## config.mk

```make
export PLATFORM = sky130hd
export DESIGN_NAME = sigma_tile_memarb
export DESIGN_NICKNAME = d
export VERILOG_FILES = /design/src/rtl/sigma_tile_pkg.sv /design/src/rtl/sigma_tile_idfifo.sv /design/src/rtl/sigma_tile_memarb.sv
export SDC_FILE = /design/constraint.sdc
export NUM_CORES = 1
export LEC_CHECK = 0
export ABC_AREA = 1
export ABC_CLOCK_PERIOD_IN_PS = 2400
export CAP_MARGIN = 10
export CORE_AREA = 2 2 123 125
export DETAILED_ROUTE_END_ITERATION = 12
export DIE_AREA = 0 0 125 127
export PLACE_DENSITY = 0.54
export SLEW_MARGIN = 40
export SYNTH_ARGS = -nofsm -noshare
export SYNTH_HDL_FRONTEND = slang
export SYNTH_SLANG_ARGS = --single-unit
```

## constraint.sdc

```tcl
create_clock -name clk_i -period 2.4 [get_ports clk_i]
set_input_delay 0.48 -clock clk_i [delete_from_list [all_inputs] [get_ports clk_i]]
set_output_delay 0.48 -clock clk_i [all_outputs]
set_load 0.05 [all_outputs]
```

## src/rtl/sigma_tile_pkg.sv

```systemverilog
// Shared port identifiers and arbiter state type for the sigma tile memory path.
package sigma_tile_pkg;

  localparam logic PORT_INSTR = 1'b0;
  localparam logic PORT_DATA  = 1'b1;

  typedef enum logic {ARB_UNLOCKED, ARB_LOCKED} arb_state_t;

endpackage

```

## src/rtl/sigma_tile_idfifo.sv

```systemverilog
// Small FIFO of port IDs for outstanding reads; push and pop may coincide at any occupancy.
module sigma_tile_idfifo #(
  parameter int WIDTH = 1,
  parameter int DEPTH = 4
) (
  input  logic             clk_i,
  input  logic             rst_i,
  input  logic             push,
  input  logic [WIDTH-1:0] din,
  input  logic             pop,
  output logic [WIDTH-1:0] dout,
  output logic             empty,
  output logic             full
);

  localparam int PW = $clog2(DEPTH);

  logic [WIDTH-1:0] mem_q [DEPTH];
  logic [PW-1:0]    wr_ptr;
  logic [PW-1:0]    rd_ptr;
  logic [PW:0]      count;
  logic             do_push;
  logic             do_pop;

  assign empty   = (count == '0);
  assign full    = (count == (PW+1)'(DEPTH));
  assign do_pop  = pop & ~empty;
  // A full FIFO still accepts a push when the head leaves in the same cycle.
  assign do_push = push & (~full | do_pop);
  assign dout    = mem_q[rd_ptr];

  always_ff @(posedge clk_i or posedge rst_i) begin
    if (rst_i) begin
      wr_ptr <= '0;
      rd_ptr <= '0;
      count  <= '0;
    end else begin
      if (do_push) wr_ptr <= wr_ptr + 1'b1;
      if (do_pop)  rd_ptr <= rd_ptr + 1'b1;
      case ({do_push, do_pop})
        2'b10:   count <= count + 1'b1;
        2'b01:   count <= count - 1'b1;
        default: count <= count;
      endcase
    end
  end

  always_ff @(posedge clk_i) begin
    if (do_push) mem_q[wr_ptr] <= din;
  end

endmodule

```

## src/rtl/sigma_tile_memarb.sv

```systemverilog
// Round-robin 2:1 merge of instruction and data split-transaction ports onto one master port.
//   state        | meaning
//   ARB_UNLOCKED | free to pick a port each cycle by round-robin
//   ARB_LOCKED   | a forwarded request stalled; latched port held until mem_ack
module sigma_tile_memarb
  import sigma_tile_pkg::*;
#(
  parameter int RD_DEPTH = 4
) (
  input  logic        clk_i,
  input  logic        rst_i,
  input  logic        instr_mem_req,
  input  logic        instr_mem_we,
  input  logic [31:0] instr_mem_addr,
  input  logic [31:0] instr_mem_wdata,
  input  logic [3:0]  instr_mem_be,
  output logic        instr_mem_ack,
  output logic        instr_mem_resp,
  output logic [31:0] instr_mem_rdata,
  input  logic        data_mem_req,
  input  logic        data_mem_we,
  input  logic [31:0] data_mem_addr,
  input  logic [31:0] data_mem_wdata,
  input  logic [3:0]  data_mem_be,
  output logic        data_mem_ack,
  output logic        data_mem_resp,
  output logic [31:0] data_mem_rdata,
  output logic        mem_req,
  output logic        mem_we,
  output logic [31:0] mem_addr,
  output logic [31:0] mem_wdata,
  output logic [3:0]  mem_be,
  input  logic        mem_ack,
  input  logic        mem_resp,
  input  logic [31:0] mem_rdata,
  output logic        err_o
);

  arb_state_t state;
  logic       lock_port;
  logic       rr;
  logic       gnt;
  logic       sel_req;
  logic       throttle;
  logic       accepted;
  logic       fifo_push;
  logic       fifo_pop;
  logic       fifo_empty;
  logic       fifo_full;
  logic       head_port;

  always_comb begin
    gnt = PORT_INSTR;
    if (state == ARB_LOCKED)
      gnt = lock_port;
    else if (instr_mem_req && data_mem_req)
      gnt = rr;
    else if (data_mem_req)
      gnt = PORT_DATA;
  end

  assign sel_req   = (gnt == PORT_DATA) ? data_mem_req   : instr_mem_req;
  assign mem_we    = (gnt == PORT_DATA) ? data_mem_we    : instr_mem_we;
  assign mem_addr  = (gnt == PORT_DATA) ? data_mem_addr  : instr_mem_addr;
  assign mem_wdata = (gnt == PORT_DATA) ? data_mem_wdata : instr_mem_wdata;
  assign mem_be    = (gnt == PORT_DATA) ? data_mem_be    : instr_mem_be;

  // Reads wait while no ID slot is free; a response this cycle frees one.
  assign fifo_pop = mem_resp & ~fifo_empty;
  assign throttle = sel_req & ~mem_we & fifo_full & ~fifo_pop;
  assign mem_req  = sel_req & ~throttle & ~rst_i;

  assign accepted  = mem_req & mem_ack;
  assign fifo_push = accepted & ~mem_we;

  assign instr_mem_ack = accepted & (gnt == PORT_INSTR);
  assign data_mem_ack  = accepted & (gnt == PORT_DATA);

  assign instr_mem_rdata = mem_rdata;
  assign data_mem_rdata  = mem_rdata;
  assign instr_mem_resp  = fifo_pop & (head_port == PORT_INSTR);
  assign data_mem_resp   = fifo_pop & (head_port == PORT_DATA);

  sigma_tile_idfifo #(
    .WIDTH (1),
    .DEPTH (RD_DEPTH)
  ) u_idfifo (
    .clk_i (clk_i),
    .rst_i (rst_i),
    .push  (fifo_push),
    .din   (gnt),
    .pop   (fifo_pop),
    .dout  (head_port),
    .empty (fifo_empty),
    .full  (fifo_full)
  );

  always_ff @(posedge clk_i or posedge rst_i) begin
    if (rst_i) begin
      state     <= ARB_UNLOCKED;
      lock_port <= PORT_INSTR;
      rr        <= PORT_INSTR;
      err_o     <= 1'b0;
    end else begin
      case (state)
        ARB_UNLOCKED: begin
          if (mem_req && !mem_ack) begin
            state     <= ARB_LOCKED;
            lock_port <= gnt;
          end
        end
        ARB_LOCKED: begin
          if (mem_ack) state <= ARB_UNLOCKED;
        end
        default: state <= ARB_UNLOCKED;
      endcase
      if (accepted) rr <= ~gnt;
      if (mem_resp && fifo_empty) err_o <= 1'b1;
    end
  end

endmodule

```

; ---- After elaboration in Yosys (flattened, before gate mapping)
; Memory sizes are Yosys's and may differ from the RTL's.
; Cells that the tools add are included.
[totals]
memories = 1
input_bits = 176
reg_bits = 11
out_inout_bits = 139
ramBits = 4
[memory_table]
columns = memory, depth, word_bits, read_ports, rd_clocked_by_memory_dff, write_ports, line_no
row1 = u_idfifo.mem_q, 4, 1, 1, 0, 1, sigma_tile_idfifo.sv:18  ; logic [WIDTH-1:0] mem_q [DEPTH];
[op_classes]
reduce_logical = 7
n_bitwise = 24
n_addsub = 4
mux = 14
eq_ne = 3
[op_table]
columns = cell, n
row1 = two-way mux 32 bit, 2
row2 = AND 1 bit, 14
row3 = two-way mux 1 bit, 9
row4 = inverter 1 bit, 9
row5 = case mux 3 bit (2 select lines), 1
row6 = "adder 2 x 1 -> 2 bit, second input constant", 2
row7 = two-way mux 4 bit, 1
row8 = "adder 3 x 1 -> 3 bit, second input constant", 1
row9 = "== test 3 bit, second input constant", 1
row10 = logical AND 1 bit, 3
row11 = logical NOT 3 bit, 1
row12 = "subtractor 3 x 1 -> 3 bit, second input constant", 1
row13 = "== test 2 x 1 -> 1 bit, second input constant", 1
row14 = "== test 2 bit, second input constant", 1
row15 = case mux 1 bit (2 select lines), 1
row16 = AND reduction 2 bit, 1
row17 = nonzero test 2 bit, 1
row18 = logical NOT 1 bit, 1
row19 = bitwise OR 1 bit, 1

; ---- Longest topological paths before layout
[logic_depth]
word_depth = 16
mapped_depth = 13
depth_no_buf = 13

; ---- Modules after synthesis
; A second synthesis with hierarchy kept.
[hier_totals]
hier_cells = 406
area_unflattened_um2 = 2268.4
[by_module_without_submodules]
columns = module, n_inst, area_per_inst_um2, cells_each
row1 = sigma_tile_memarb, 1, 1636.6, 331
row2 = sigma_tile_idfifo, 1, 631.9, 75

; ---- Worst setup path after synthesis
; No wires, ideal clock.
[synth_path]
kind = input port to output port
startpoint = input data_mem_req
endpoint = output data_mem_ack
arrival_time_ns = 1.919
path_slack_ns = 0.001
required_ns = 1.920
cell_stages = 8
path_cell_list = inv_1 nor2_1 nand2_2 nand2_4 nand2_1 nand3_2 nand3_1 a21oi_1
[synth_via]
elab_chain_len = 13
elab_cells_between_ends = 15
cone_classes = mux: 5 / bitwise: 9 / reduce/logical: 1
[synth_rtl]
columns = item, line_no
row1 = "start, declared", sigma_tile_memarb.sv:20  ; input logic data_mem_req,
row2 = two-way mux 1 bit / logical AND 1 bit (equally long branches), "sigma_tile_memarb.sv:58, sigma_tile_memarb.sv:56"
row3 = two-way mux 1 bit, sigma_tile_memarb.sv:56  ; else if (instr_mem_req && data_mem_req)
row4 = two-way mux 1 bit, sigma_tile_memarb.sv:54  ; if (state == ARB_LOCKED)
row5 = two-way mux 1 bit, sigma_tile_memarb.sv:63  ; assign mem_we = (gnt == PORT_DATA) ? data_mem_we : instr_mem_we;
row6 = inverter 1 bit, sigma_tile_memarb.sv:70  ; assign throttle = sel_req & ~mem_we & fifo_full & ~fifo_pop;
row7 = AND 1 bit (3 in a row), sigma_tile_memarb.sv:70
row8 = inverter 1 bit, sigma_tile_memarb.sv:71  ; assign mem_req = sel_req & ~throttle & ~rst_i;
row9 = AND 1 bit (2 in a row), sigma_tile_memarb.sv:71
row10 = AND 1 bit, sigma_tile_memarb.sv:73  ; assign accepted = mem_req & mem_ack;
row11 = AND 1 bit (*), sigma_tile_memarb.sv:77  ; assign data_mem_ack = accepted & (gnt == PORT_DATA);
row12 = "end, declared", sigma_tile_memarb.sv:25  ; output logic data_mem_ack,
; Every way passes the cells marked *; elsewhere a longest branch is shown, timed or not.

; ---- Worst setup path after layout
[layout_path]
startpoint = register state
endpoint = output mem_wdata[23]
[layout_via]
elab_chain_len = 2
[layout_rtl]
columns = item, line_no
row1 = "start, declared", sigma_tile_memarb.sv:39  ; arb_state_t state;
row2 = "start signal, assigned", sigma_tile_memarb.sv:100  ; state <= ARB_UNLOCKED;
row3 = "start signal, assigned", sigma_tile_memarb.sv:108  ; state <= ARB_LOCKED;
row4 = "start signal, assigned", sigma_tile_memarb.sv:113  ; if (mem_ack) state <= ARB_UNLOCKED;
row5 = two-way mux 1 bit, sigma_tile_memarb.sv:54
row6 = two-way mux 32 bit, sigma_tile_memarb.sv:65  ; assign mem_wdata = (gnt == PORT_DATA) ? data_mem_wdata : instr_mem_wdata;
row7 = "end, declared", sigma_tile_memarb.sv:31  ; output logic [31:0] mem_wdata,
; No other way between the ends.

==> results.toml <==
[logic_synthesis]
synth.avg_cell_area_sq_um = 9.05
synth_nets = 428
ys_ff_latch = 15
post_synth_num_cell_types = 26
ys_seq_area_share_pct = 17.8
yosysWarnings = 0
yosys.area.top_type_share_pct = 34.4
synth_area_leaders = "mux2_2, buf_4, dfrtp_1, edfxtp_1, inv_1"
synth_cells = 246
synthDominantAreaCellType = "mux2_2"
synth_area_sq_um = 2230

[power_and_ir_drop]
p_leak_uw = 0.00195
pwr-share-clk_pct = 8.8
intPower_uw = 1880
p_seq_share_pct = 11.5
switching_power_uw = 1830
power_density_nw_per_um2 = 817
p_comb_share_pct = 79.7
switching_share_pct = 49.3
peakVddDrop_uv = 370

[detailed_routing]
wl_per_cell_um = 17.7
drt_iter0_drc = 54
met2_wirelength_mm = 5.66
vias_per_cell = 3.88
vias = 2340
detailroute.wirelength.met3_mm = 1.19
wirelength_met1_mm = 3.70
route.detailed.drc = 0
drtAntennaViolNets = 0
drtPass1Iterations = 5
wirelength_mm = 10.7
highest-signal-layer = "met4"

[clocking]
cts_root_buf = "clkbuf_16"
htree_levels = 1
numCtsBuffers = 3
cts_tree = "done"
clk_pin_slew_ps = 50
clock_path_buffers = 2
clk_latency_ps = 250
cts.sinks = 15

[placement]
gp_congestion = 0.827
port-buffer-count = 218
hpwl_mm = 8.87
dp_worst_setup_slack_ps = -271

[die]
ios = 315
dieArea_sq_um = 15900
row_count = 44
die_h_um = 127
initial_core_util_pct = 15.4
die_w_um = 125
core_sq_um = 14400

[critical_path]
crit_path_end_kind = "output pin"
arrival_ps = 1840
worstSetupPathType = "flip-flop to output pin"
slowest_stage = "dfrtp_1"
worstSetupStartpointType = "flip-flop"
critPathRequiredTime_ps = 1920
worstPathCellList = "nor2_2, nand2_2, nand2_8, bufbuf_16, mux2_2, buf_6"
slowest_delay_ps = 430
worstPathMaxFanout = 7

[timing]
worst_pin_slew_ps = 490
rsz0062_at_grt = "true"
fin_worst_skew_ps = 2.33
setup_slack_ps = 83.0
post-route-period-util_pct = 96.5
fmax_ghz = 0.432
maxSlewViolCount = 0
slew_headroom_pct = 67.2
hold_slack_ps = 496
final_hold_viol_count = 0
setup_viol = 0
layout_min_cycle_time_ps = 2320

[layout]
antenna_cells = 0
fillers = 1484
drive_above_1_share_pct = 45.6
area_delta_synth_final_pct = 104
nNetsFinal = 602

[outcome]
run_status = "finished, final reports clean"

[global_route]
grt_use_total_pct = 12.4
grt_pass1_vias = 2536
grt_pass1_wl_mm = 15.2
antenna_found_initial = 0
grt_max_degree = 23
overflow = 0

[worst_hold_path]
hold_path_class = "flip-flop to flip-flop"

[run]
max_cap_viol_count = 0
[layout by cell type (no fill, tap or decap), types with 2 or more instances in the layout]
cell / netlist / final
nor2_2: 0 / 3
buf_6: 3 / 29
nand3_1: 6 / 4
dfrtp_1: 11 / 11
dlygate4sd2_1: 0 / 2
xor2_1: 3 / 3
inv_2: 0 / 2
nor2_1: 11 / 7
buf_8: 0 / 5
inv_1: 27 / 25
buf_12: 0 / 9
buf_4: 64 / 51
clkbuf_16: 0 / 3
clkinv_2: 1 / 2
nand2_1: 20 / 19
clkdlybuf4s50_1: 0 / 142
a21oi_2: 0 / 2
mux2_2: 68 / 62
ha_1: 5 / 4
mux2_4: 0 / 6
nand3_2: 1 / 2
edfxtp_1: 4 / 4
nand2_2: 3 / 3
[metal layers]
metal  up-vias  track usage (%)
met2       188             23.4
met1      1047             13.2
met3        18             4.69
met4         0             2.42
met5         -                0
li1       1087                -
[worst max-delay path: cells and delay by family, from the launching register on]
family | cells | cell delay, ps
buffers and inverters | 2 | 440
DFF | 1 | 430
and+or+nand+nor | 3 | 370
muxes | 1 | 340
[layout make-up]
cell class | count | area (sq um) | area share, %
tap | 184 | 230 | 5.07
clock buffer | 3 | 75.1 | 1.65
multi-input combinational | 132 | 1260 | 27.9
sequential | 15 | 395 | 8.71
inverter | 28 | 106 | 2.34
timing repair buffer | 240 | 2460 | 54.3
clock inverter | 1 | 5.00 | 0.110
[registers in the layout (all words and copies together), names as in the netlist]
register         count
u_idfifo.wr_ptr      2
err_o                1
rr                   1
u_idfifo.mem_q       4
state                1
u_idfifo.count       3
u_idfifo.rd_ptr      2
lock_port            1
[through the flow]
step                      util (%)  cell area (sq um)  TNS (ps)  std cells  power [uW]
after detailed placement      28.3               4080    -13670        590        3050
after global routing          31.5               4540      -115        603        3910
after CTS                     30.8               4440         0        601        3660
after global placement        28.3               4080    -13480        590        3020
after floorplan                  -               2230         0        246        2410
final                         31.5               4540         0        603        3710
[cell usage after synthesis]
master    count
fa_1          1
nand2_4       1
nor2_1       11
nand4_1       1
dfrtp_1      11
a32oi_1       1
nand2_1      20
o21ai_0       2
a31o_2        1
clkinv_2      1
xor2_1        3
buf_6         3
a31oi_1       1
xnor2_1       1
nand3_2       1
clkbuf_8      4
nand3_1       6
nand4_4       1
o21ai_1       1
nand2_2       3
mux2_2       68
a21oi_1       4
buf_4        64
ha_1          5
inv_1        27
edfxtp_1      4
[power by group through the flow]
stage | registers (uW) | clock network [uW] | logic (uW)
2_1_floorplan | 418 | 0 | 2000
3_3_place_gp | 420 | 0 | 2600
3_5_place_dp | 423 | 0 | 2630
4_1_cts | 421 | 335 | 2900
5_1_grt | 437 | 351 | 3120
6_report | 425 | 327 | 2960
[what timing repair did]
action,in CTS,in global routing
resized for setup,50,22
setup buffers,5,2
pin swaps,2,4
gates cloned,2,0
endpoints found under the setup margin,72,47
hold buffers,0,0
[logic make-up (layout without fill, tap and decap cells)]
family / Yosys count / in the layout / synth area share, %
multiplexers: 68 / 68 / 34.4
AND/OR/NAND/NOR: 44 / 44 / 9.61
buffers and inverters: 99 / 272 / 30.3
adder cells (fa/ha/maj): 6 / 6 / 3.71
AO/OA/AOI/OAI: 10 / 10 / 2.64
XOR/XNOR: 4 / 4 / 1.57
flip-flops: 15 / 15 / 17.8
[worst paths after layout]
path                             from                end  slack (ps)  cells after the start
worst max register to register  state  u_idfifo.count[2]         120                     13
worst min register to register     rr                 rr         500                      2
worst max-delay path            state      mem_wdata[23]          80                      6
max in group asynchronous       rst_i  u_idfifo.count[0]        1520                      2
worst min-delay path               rr                 rr         500                      2
min in group asynchronous       rst_i                 rr         580                      2
No activity file was read; power rests on OpenSTA's default activity.
